<file path="config.mk">
export PLATFORM = sky130hd
export DESIGN_NAME = pixel_compositor_flat
export DESIGN_NICKNAME = d
export VERILOG_FILES = /design/src/rtl/pixel_compositor_if.sv /design/src/rtl/pixel_compositor.sv /design/src/flat_wrapper.sv
export SDC_FILE = /design/constraint.sdc
export NUM_CORES = 1
export LEC_CHECK = 0
export CORE_MARGIN = 3
export CORE_UTILIZATION = 45
export CTS_CLUSTER_DIAMETER = 80
export CTS_CLUSTER_SIZE = 10
export DETAILED_ROUTE_END_ITERATION = 12
export PLACE_DENSITY_LB_ADDON = 0.3
export SLEW_MARGIN = 20
export SYNTH_ARGS = -nofsm -noshare
export SYNTH_HDL_FRONTEND = slang
export SYNTH_SLANG_ARGS = --single-unit
</file>
<file path="constraint.sdc">
create_clock -name vga_clk -period 8.8 [get_ports vga_clk]
set_input_delay 1.76 -clock vga_clk [delete_from_list [all_inputs] [get_ports vga_clk]]
set_output_delay 1.76 -clock vga_clk [all_outputs]
set_load 0.02 [all_outputs]
</file>
<file path="src/rtl/pixel_compositor_if.sv">
// Display-path bundle: object positions in, ROM address/data, composited video out.
interface pixel_compositor_if #(
  parameter int N_PIPES = 3
);
  logic [8:0]            bird_y;
  logic [10*N_PIPES-1:0] pipe_x;
  logic [9*N_PIPES-1:0]  pipe_y;
  logic [N_PIPES-1:0]    pipe_en;
  logic [11:0]           bird_rgb;
  logic [11:0]           land_rgb;
  logic [11:0]           bg_rgb;
  logic [9:0]            x_addr;
  logic [8:0]            y_addr;
  logic                  frame_start;
  logic                  collide;
  logic [3:0]            r;
  logic [3:0]            g;
  logic [3:0]            b;
  logic                  hs;
  logic                  vs;

  modport master (
    output bird_y, pipe_x, pipe_y, pipe_en, bird_rgb, land_rgb, bg_rgb,
    input  x_addr, y_addr, frame_start, collide, r, g, b, hs, vs
  );

  modport slave (
    input  bird_y, pipe_x, pipe_y, pipe_en, bird_rgb, land_rgb, bg_rgb,
    output x_addr, y_addr, frame_start, collide, r, g, b, hs, vs
  );
endinterface

</file>
<file path="src/rtl/pixel_compositor.sv">
// VGA timing plus layered bird/land/pipe/background compositor with
// frame-shadowed object positions, colour-key transparency and a
// per-frame bird collision flag. Two-stage pipeline behind the address.
module pixel_compositor #(
  parameter int          H_ACTIVE   = 640,
  parameter int          H_FP       = 16,
  parameter int          H_SYNC     = 96,
  parameter int          H_TOTAL    = 800,
  parameter int          V_ACTIVE   = 480,
  parameter int          V_FP       = 10,
  parameter int          V_SYNC     = 2,
  parameter int          V_TOTAL    = 525,
  parameter int          N_PIPES    = 3,
  parameter int          PIPE_W     = 100,
  parameter int          GAP_H      = 100,
  parameter int          LAND_H     = 100,
  parameter int          BIRD_X     = 320,
  parameter int          BIRD_W     = 34,
  parameter int          BIRD_H     = 24,
  parameter logic [11:0] KEY_COLOR  = 12'hFFF,
  parameter logic [11:0] PIPE_COLOR = 12'h0C0
) (
  input logic                vga_clk,
  input logic                clrn,
  pixel_compositor_if.slave  bus
);

  // Hit tests run in 12-bit signed space so edges near zero cannot wrap.
  localparam logic signed [11:0] BX     = 12'(BIRD_X);
  localparam logic signed [11:0] HALF_W = 12'(BIRD_W / 2);
  localparam logic signed [11:0] HALF_H = 12'(BIRD_H / 2);
  localparam logic signed [11:0] PW     = 12'(PIPE_W);
  localparam logic signed [11:0] GH     = 12'(GAP_H);
  localparam logic signed [11:0] LH     = 12'(LAND_H);
  localparam logic signed [11:0] GY_TOP = 12'(V_ACTIVE - 1);

  function automatic logic signed [11:0] abs12(input logic signed [11:0] v);
    return v[11] ? -v : v;
  endfunction

  function automatic logic pipe_cover(input logic signed [11:0] x,
                                      input logic signed [11:0] y,
                                      input logic [9:0] px_u,
                                      input logic [8:0] py_u);
    logic signed [11:0] px;
    logic signed [11:0] py;
    px = signed'({2'b00, px_u});
    py = signed'({3'b000, py_u});
    return (x > px - PW) && (x < px) && !((y > py - GH) && (y < py));
  endfunction

  logic [9:0]            col, row;
  logic                  col_last, row_last, wrap, report;
  logic [8:0]            sh_bird_y;
  logic [10*N_PIPES-1:0] sh_pipe_x;
  logic [9*N_PIPES-1:0]  sh_pipe_y;
  logic [N_PIPES-1:0]    sh_pipe_en;
  logic signed [11:0]    cx, gy, dx, dy;
  logic                  act0, box0, land0, pipe0, hs0, vs0;
  logic                  act1, box1, land1, pipe1, hs1, vs1;
  logic                  bird_vis, set_hit, flag;
  logic [11:0]           pix, rgb_q;
  logic                  hs_q, vs_q, frame_q, collide_q;

  assign col_last = (col == 10'(H_TOTAL - 1));
  assign row_last = (row == 10'(V_TOTAL - 1));
  assign wrap     = col_last && row_last;
  assign report   = (col == 10'd0) && (row == 10'(V_ACTIVE));

  // Pixel and line counters.
  always_ff @(posedge vga_clk or negedge clrn) begin
    if (!clrn) begin
      col <= '0;
      row <= '0;
    end else if (col_last) begin
      col <= '0;
      row <= row_last ? 10'd0 : row + 10'd1;
    end else begin
      col <= col + 10'd1;
    end
  end

  // Latch object positions only at the frame wrap so a frame never tears.
  always_ff @(posedge vga_clk or negedge clrn) begin
    if (!clrn) begin
      sh_bird_y  <= 9'd240;
      sh_pipe_x  <= '0;
      sh_pipe_y  <= '0;
      sh_pipe_en <= '0;
      frame_q    <= 1'b0;
    end else begin
      frame_q <= wrap;
      if (wrap) begin
        sh_bird_y  <= bus.bird_y;
        sh_pipe_x  <= bus.pipe_x;
        sh_pipe_y  <= bus.pipe_y;
        sh_pipe_en <= bus.pipe_en;
      end
    end
  end

  // Stage 0: geometry of the pixel currently being addressed.
  assign cx    = signed'({2'b00, col});
  assign gy    = GY_TOP - signed'({2'b00, row});
  assign dx    = cx - BX;
  assign dy    = gy - signed'({3'b000, sh_bird_y});
  assign act0  = (col < 10'(H_ACTIVE)) && (row < 10'(V_ACTIVE));
  assign box0  = (abs12(dx) <= HALF_W) && (abs12(dy) <= HALF_H);
  assign land0 = (gy < LH);
  assign hs0   = !((col >= 10'(H_ACTIVE + H_FP)) && (col < 10'(H_ACTIVE + H_FP + H_SYNC)));
  assign vs0   = !((row >= 10'(V_ACTIVE + V_FP)) && (row < 10'(V_ACTIVE + V_FP + V_SYNC)));

  // Any enabled pipe covering this pixel.
  always_comb begin
    pipe0 = 1'b0;
    for (int i = 0; i < N_PIPES; i++) begin
      if (sh_pipe_en[i] && pipe_cover(cx, gy, sh_pipe_x[10*i +: 10], sh_pipe_y[9*i +: 9]))
        pipe0 = 1'b1;
    end
  end

  // Stage 1: geometry registered alongside the ROM data for the same pixel.
  always_ff @(posedge vga_clk or negedge clrn) begin
    if (!clrn) begin
      act1  <= 1'b0;
      box1  <= 1'b0;
      land1 <= 1'b0;
      pipe1 <= 1'b0;
      hs1   <= 1'b1;
      vs1   <= 1'b1;
    end else begin
      act1  <= act0;
      box1  <= box0;
      land1 <= land0;
      pipe1 <= pipe0;
      hs1   <= hs0;
      vs1   <= vs0;
    end
  end

  assign bird_vis = box1 && (bus.bird_rgb != KEY_COLOR);
  assign set_hit  = act1 && bird_vis && (land1 || pipe1);

  // Priority layering: bird, land, pipes, background; black outside active.
  always_comb begin
    pix = '0;
    if (act1) begin
      if (bird_vis)   pix = bus.bird_rgb;
      else if (land1) pix = bus.land_rgb;
      else if (pipe1) pix = PIPE_COLOR;
      else            pix = bus.bg_rgb;
    end
  end

  // Stage 2: registered colour and aligned sync.
  always_ff @(posedge vga_clk or negedge clrn) begin
    if (!clrn) begin
      rgb_q <= '0;
      hs_q  <= 1'b1;
      vs_q  <= 1'b1;
    end else begin
      rgb_q <= pix;
      hs_q  <= hs1;
      vs_q  <= vs1;
    end
  end

  // Collision accumulates over the visible frame and is published once per frame;
  // a hit on the publish cycle counts toward the next frame.
  always_ff @(posedge vga_clk or negedge clrn) begin
    if (!clrn) begin
      flag      <= 1'b0;
      collide_q <= 1'b0;
    end else begin
      if (report) collide_q <= flag;
      if (set_hit)     flag <= 1'b1;
      else if (report) flag <= 1'b0;
    end
  end

  assign bus.x_addr      = col;
  assign bus.y_addr      = row[8:0];
  assign bus.frame_start = frame_q;
  assign bus.collide     = collide_q;
  assign bus.r           = rgb_q[11:8];
  assign bus.g           = rgb_q[7:4];
  assign bus.b           = rgb_q[3:0];
  assign bus.hs          = hs_q;
  assign bus.vs          = vs_q;

endmodule

</file>
<file path="src/flat_wrapper.sv">
// flat-port wrapper written by rule: the top's interface ports become plain ports
module pixel_compositor_flat 
#(
  parameter int          H_ACTIVE   = 640,
  parameter int          H_FP       = 16,
  parameter int          H_SYNC     = 96,
  parameter int          H_TOTAL    = 800,
  parameter int          V_ACTIVE   = 480,
  parameter int          V_FP       = 10,
  parameter int          V_SYNC     = 2,
  parameter int          V_TOTAL    = 525,
  parameter int          N_PIPES    = 3,
  parameter int          PIPE_W     = 100,
  parameter int          GAP_H      = 100,
  parameter int          LAND_H     = 100,
  parameter int          BIRD_X     = 320,
  parameter int          BIRD_W     = 34,
  parameter int          BIRD_H     = 24,
  parameter logic [11:0] KEY_COLOR  = 12'hFFF,
  parameter logic [11:0] PIPE_COLOR = 12'h0C0
)
  (vga_clk, clrn, bus_bird_y, bus_pipe_x, bus_pipe_y, bus_pipe_en, bus_bird_rgb, bus_land_rgb, bus_bg_rgb, bus_x_addr, bus_y_addr, bus_frame_start, bus_collide, bus_r, bus_g, bus_b, bus_hs, bus_vs);
  pixel_compositor_if #(.N_PIPES(N_PIPES)) bus_i ();
  input logic vga_clk;
  input logic clrn;
  input wire logic [$bits(bus_i.bird_y)-1:0] bus_bird_y;
  input wire logic [$bits(bus_i.pipe_x)-1:0] bus_pipe_x;
  input wire logic [$bits(bus_i.pipe_y)-1:0] bus_pipe_y;
  input wire logic [$bits(bus_i.pipe_en)-1:0] bus_pipe_en;
  input wire logic [$bits(bus_i.bird_rgb)-1:0] bus_bird_rgb;
  input wire logic [$bits(bus_i.land_rgb)-1:0] bus_land_rgb;
  input wire logic [$bits(bus_i.bg_rgb)-1:0] bus_bg_rgb;
  output wire logic [$bits(bus_i.x_addr)-1:0] bus_x_addr;
  output wire logic [$bits(bus_i.y_addr)-1:0] bus_y_addr;
  output wire logic [$bits(bus_i.frame_start)-1:0] bus_frame_start;
  output wire logic [$bits(bus_i.collide)-1:0] bus_collide;
  output wire logic [$bits(bus_i.r)-1:0] bus_r;
  output wire logic [$bits(bus_i.g)-1:0] bus_g;
  output wire logic [$bits(bus_i.b)-1:0] bus_b;
  output wire logic [$bits(bus_i.hs)-1:0] bus_hs;
  output wire logic [$bits(bus_i.vs)-1:0] bus_vs;
  assign bus_i.bird_y = bus_bird_y;
  assign bus_i.pipe_x = bus_pipe_x;
  assign bus_i.pipe_y = bus_pipe_y;
  assign bus_i.pipe_en = bus_pipe_en;
  assign bus_i.bird_rgb = bus_bird_rgb;
  assign bus_i.land_rgb = bus_land_rgb;
  assign bus_i.bg_rgb = bus_bg_rgb;
  assign bus_x_addr = bus_i.x_addr;
  assign bus_y_addr = bus_i.y_addr;
  assign bus_frame_start = bus_i.frame_start;
  assign bus_collide = bus_i.collide;
  assign bus_r = bus_i.r;
  assign bus_g = bus_i.g;
  assign bus_b = bus_i.b;
  assign bus_hs = bus_i.hs;
  assign bus_vs = bus_i.vs;
  pixel_compositor #(.H_ACTIVE(H_ACTIVE), .H_FP(H_FP), .H_SYNC(H_SYNC), .H_TOTAL(H_TOTAL), .V_ACTIVE(V_ACTIVE), .V_FP(V_FP), .V_SYNC(V_SYNC), .V_TOTAL(V_TOTAL), .N_PIPES(N_PIPES), .PIPE_W(PIPE_W), .GAP_H(GAP_H), .LAND_H(LAND_H), .BIRD_X(BIRD_X), .BIRD_W(BIRD_W), .BIRD_H(BIRD_H), .KEY_COLOR(KEY_COLOR), .PIPE_COLOR(PIPE_COLOR)) u_core (.vga_clk(vga_clk), .clrn(clrn), .bus(bus_i));
endmodule
</file>
==> impl_metrics.ini <==
[die]
initial_utilization = 0.465
dieHeight_um = 146
core_area_um2 = 19000
die_area_um2 = 21400
die_x_um = 146
io_pins = 142
row_count = 50

[global_route]
grtUsageMet1 = 0.297
grt_pass1_wl_um = 38700
grt_most_used_layer = met2
grt_remaining_overflow = 0
grt_max_degree = 87
first_global_vias = 7657
grtUsageTotal = 0.219
grt_use_met3 = 0.0335
grt_use_met2 = 0.364
antenna_found_initial = 0

[route]
routedWlPerCell_um = 16.7
totalWireLength_um = 23100
route.detailed.drc = 0
dr_total_vias = 7703
avgViaCountPerCell = 5.56
drtIter0Drc = 428
drtAntennaViolNets = 0
drt_first_pass_iters = 5

[clock_network]
cts_sinks = 112
clk_pin_slew_ns = 0.08
cts_setup_buffers = 0
cts_hold_buffers = 0
clk-insertion-delay-late_ns = 0.37
h-tree-depth = 3
tritoncts = yes
clockBufferDepth = 2
cts-root-buf = clkbuf_16
cts_resized = 0
cts_buffers = 9

[worst_hold_path]
hold_end = u_core.bus.hs
hp-class = reg2reg
min-delay-start = u_core.hs1
whs_path_depth = 0

[logic_synthesis]
netlist-cell-type-count = 73
synthCells = 998
avgSynthCellArea_um2 = 8.86
ys_seq_area_frac = 0.318
synth_common_cells = 133 x ha_1, 120 x nand2_1, 104 x dfrtp_1, 98 x o21ai_0, 87 x inv_1
synth_area_leaders = dfrtp_1 29%, ha_1 19%, o21ai_0 5.5%
ys.flop_type = dfrtp_1
synth.most_common_cell = ha_1
ys_async_sr_fraction = 1.00
synth_top_area_cell = dfrtp_1
syn_area_um2 = 8840
ys_ff_latch = 112
synth-edff-count = 0
syn-num-nets = 1239
synth_top_cell_area_share = 0.294
yosysWarningCount = 0

[timing]
finalSetupTns_ns = 0
whs_ns = 0.358
hold_viol = 0
rsz0062_at_grt = false
layout_min_cycle_time_ns = 3.69
fin_skew_ns = 0.00880
slew_violations = 0
slew_headroom = 0.451
tightest_slew_ns = 0.824
fin_crit_sh = 0.420
finalSetupViolations = 0
max_freq_ghz = 0.271

[setup_path]
crit_family = flip-flops
crit_chain = clkdlybuf4s50_1
r2r.worst_path.cells = 10
start_kind = register
crit_path_max_incr_delay_ns = 0.83
worstSetupPathType = reg2out
arrival_ns = 1.93
r2r_slack_ns = 5.16
slowest_stage = dfrtp_1
crit_required_ns = 7.04
r2r-start = u_core.row[5]
cp.buffers_inverters = 1
cp_max_fo = 19
endpoint_kind = output port
r2r-end = u_core.box1

[outcome]
status = finished, final reports clean

[layout]
area_growth_syn_to_layout_pct = 21.5
drive_gt1_frac = 0.0533
design_area_um2 = 10700
diodes = 0
num-fill-cells = 1771
final_nets = 1361
fin_cells = 1385

[placement]
place_hpwl_um = 17500
place_congestion = 0.860
io_buffers = 141
placed_cell_area_um2 = 10400
placed_cells = 1369

[flow_run]
maxCapViolations = 0

[power]
power_leakage_nw = 4.95
power_density_nw_per_um2 = 95.8
worst_ir_drop_vdd_uv = 92.9
worst register-to-register path, stage by stage (launching register included):
cell      delay (ns)
dfrtp_1         0.73
ha_1            0.35
inv_1           0.27
ha_1            0.36
a2111o_1        0.47
o21ai_1         0.16
xor2_1          0.47
and3_1          0.24
a41oi_1         0.11
o21a_1          0.20
a211oi_2        0.19
cells by family (layout without fill, tap and decap cells):
| logic type | after synthesis | in the layout | synth area share |
|---|---|---|---|
| xor+xnor | 55 | 55 | 0.0553 |
| flops | 112 | 112 | 0.318 |
| simple gates | 306 | 306 | 0.171 |
| buf+inv | 124 | 251 | 0.0590 |
| mux | 15 | 15 | 0.0188 |
| fa+ha+maj | 134 | 134 | 0.190 |
| compound gates | 252 | 252 | 0.188 |
layout by cell type (no fill, tap or decap), types with 13 or more instances in the layout:
master	count
a21oi_1	31
clkdlybuf4s50_1	140
dfrtp_1	104
ha_1	133
inv_1	87
mux2_2	13
nand2_1	120
nand3_1	16
nand4_1	19
nor2_1	47
nor2b_1	19
nor3_1	30
o21ai_0	98
xnor2_1	46
cell type report:
cell class              instances  area, µm²  share of cell area
repair buffers                148       1460               0.136
inverters                      87        327              0.0304
clock inverters                 6       75.1             0.00699
well taps                     260        325              0.0303
clock buffers                  10        229              0.0213
flip-flops and latches        112       2810               0.262
multi-input cells             762       5510               0.513
worst max-delay path by stage:
stage | start | endpoint | cells past startpoint
floorplan | bus_bird_rgb[5] | u_core.rgb_q[0] | 5
global placement | u_core.row[1] | u_core.sh_pipe_en[1] | 9
detailed placement | u_core.row[1] | u_core.sh_pipe_x[20] | 9
CTS | u_core.bus.x_addr[4] | bus_x_addr[4] | 1
global route | u_core.row[1] | u_core.sh_pipe_x[20] | 9
finish | u_core.bus.x_addr[4] | bus_x_addr[4] | 1
where the power goes:
part / switching, mW / internal [mW]
clock: 0.210 / 0.226
sequential: 0.000678 / 0.517
combinational: 0.0260 / 0.0498
total: 0.237 / 0.793
layer usage:
layer / wire, µm / vias to the layer above
met1: 10900 / 3642
met5: 0 / -
li1: - / 3813
met2: 10700 / 226
met4: 378 / 0
met3: 1170 / 22
registers in the layout, indices dropped and copies added, names as in the netlist, 3 cells and up:
name	flops
u_core.sh_pipe_x	30
u_core.bus.x_addr	10
u_core.sh_bird_y	9
u_core.sh_pipe_en	3
u_core.rgb_q	12
u_core.sh_pipe_y	27
u_core.row	10
metrics by stage:
step	power [mW]	utilization	setup slack, ns
final	1.03	0.565	5.11
after global routing	1.06	0.565	4.98
after CTS	1.04	0.565	5.10
after detailed placement	0.605	0.549	5.29
after global placement	0.604	0.549	5.32
after floorplan	0.538	-	5.81
No activity file was read; power rests on OpenSTA's default activity.
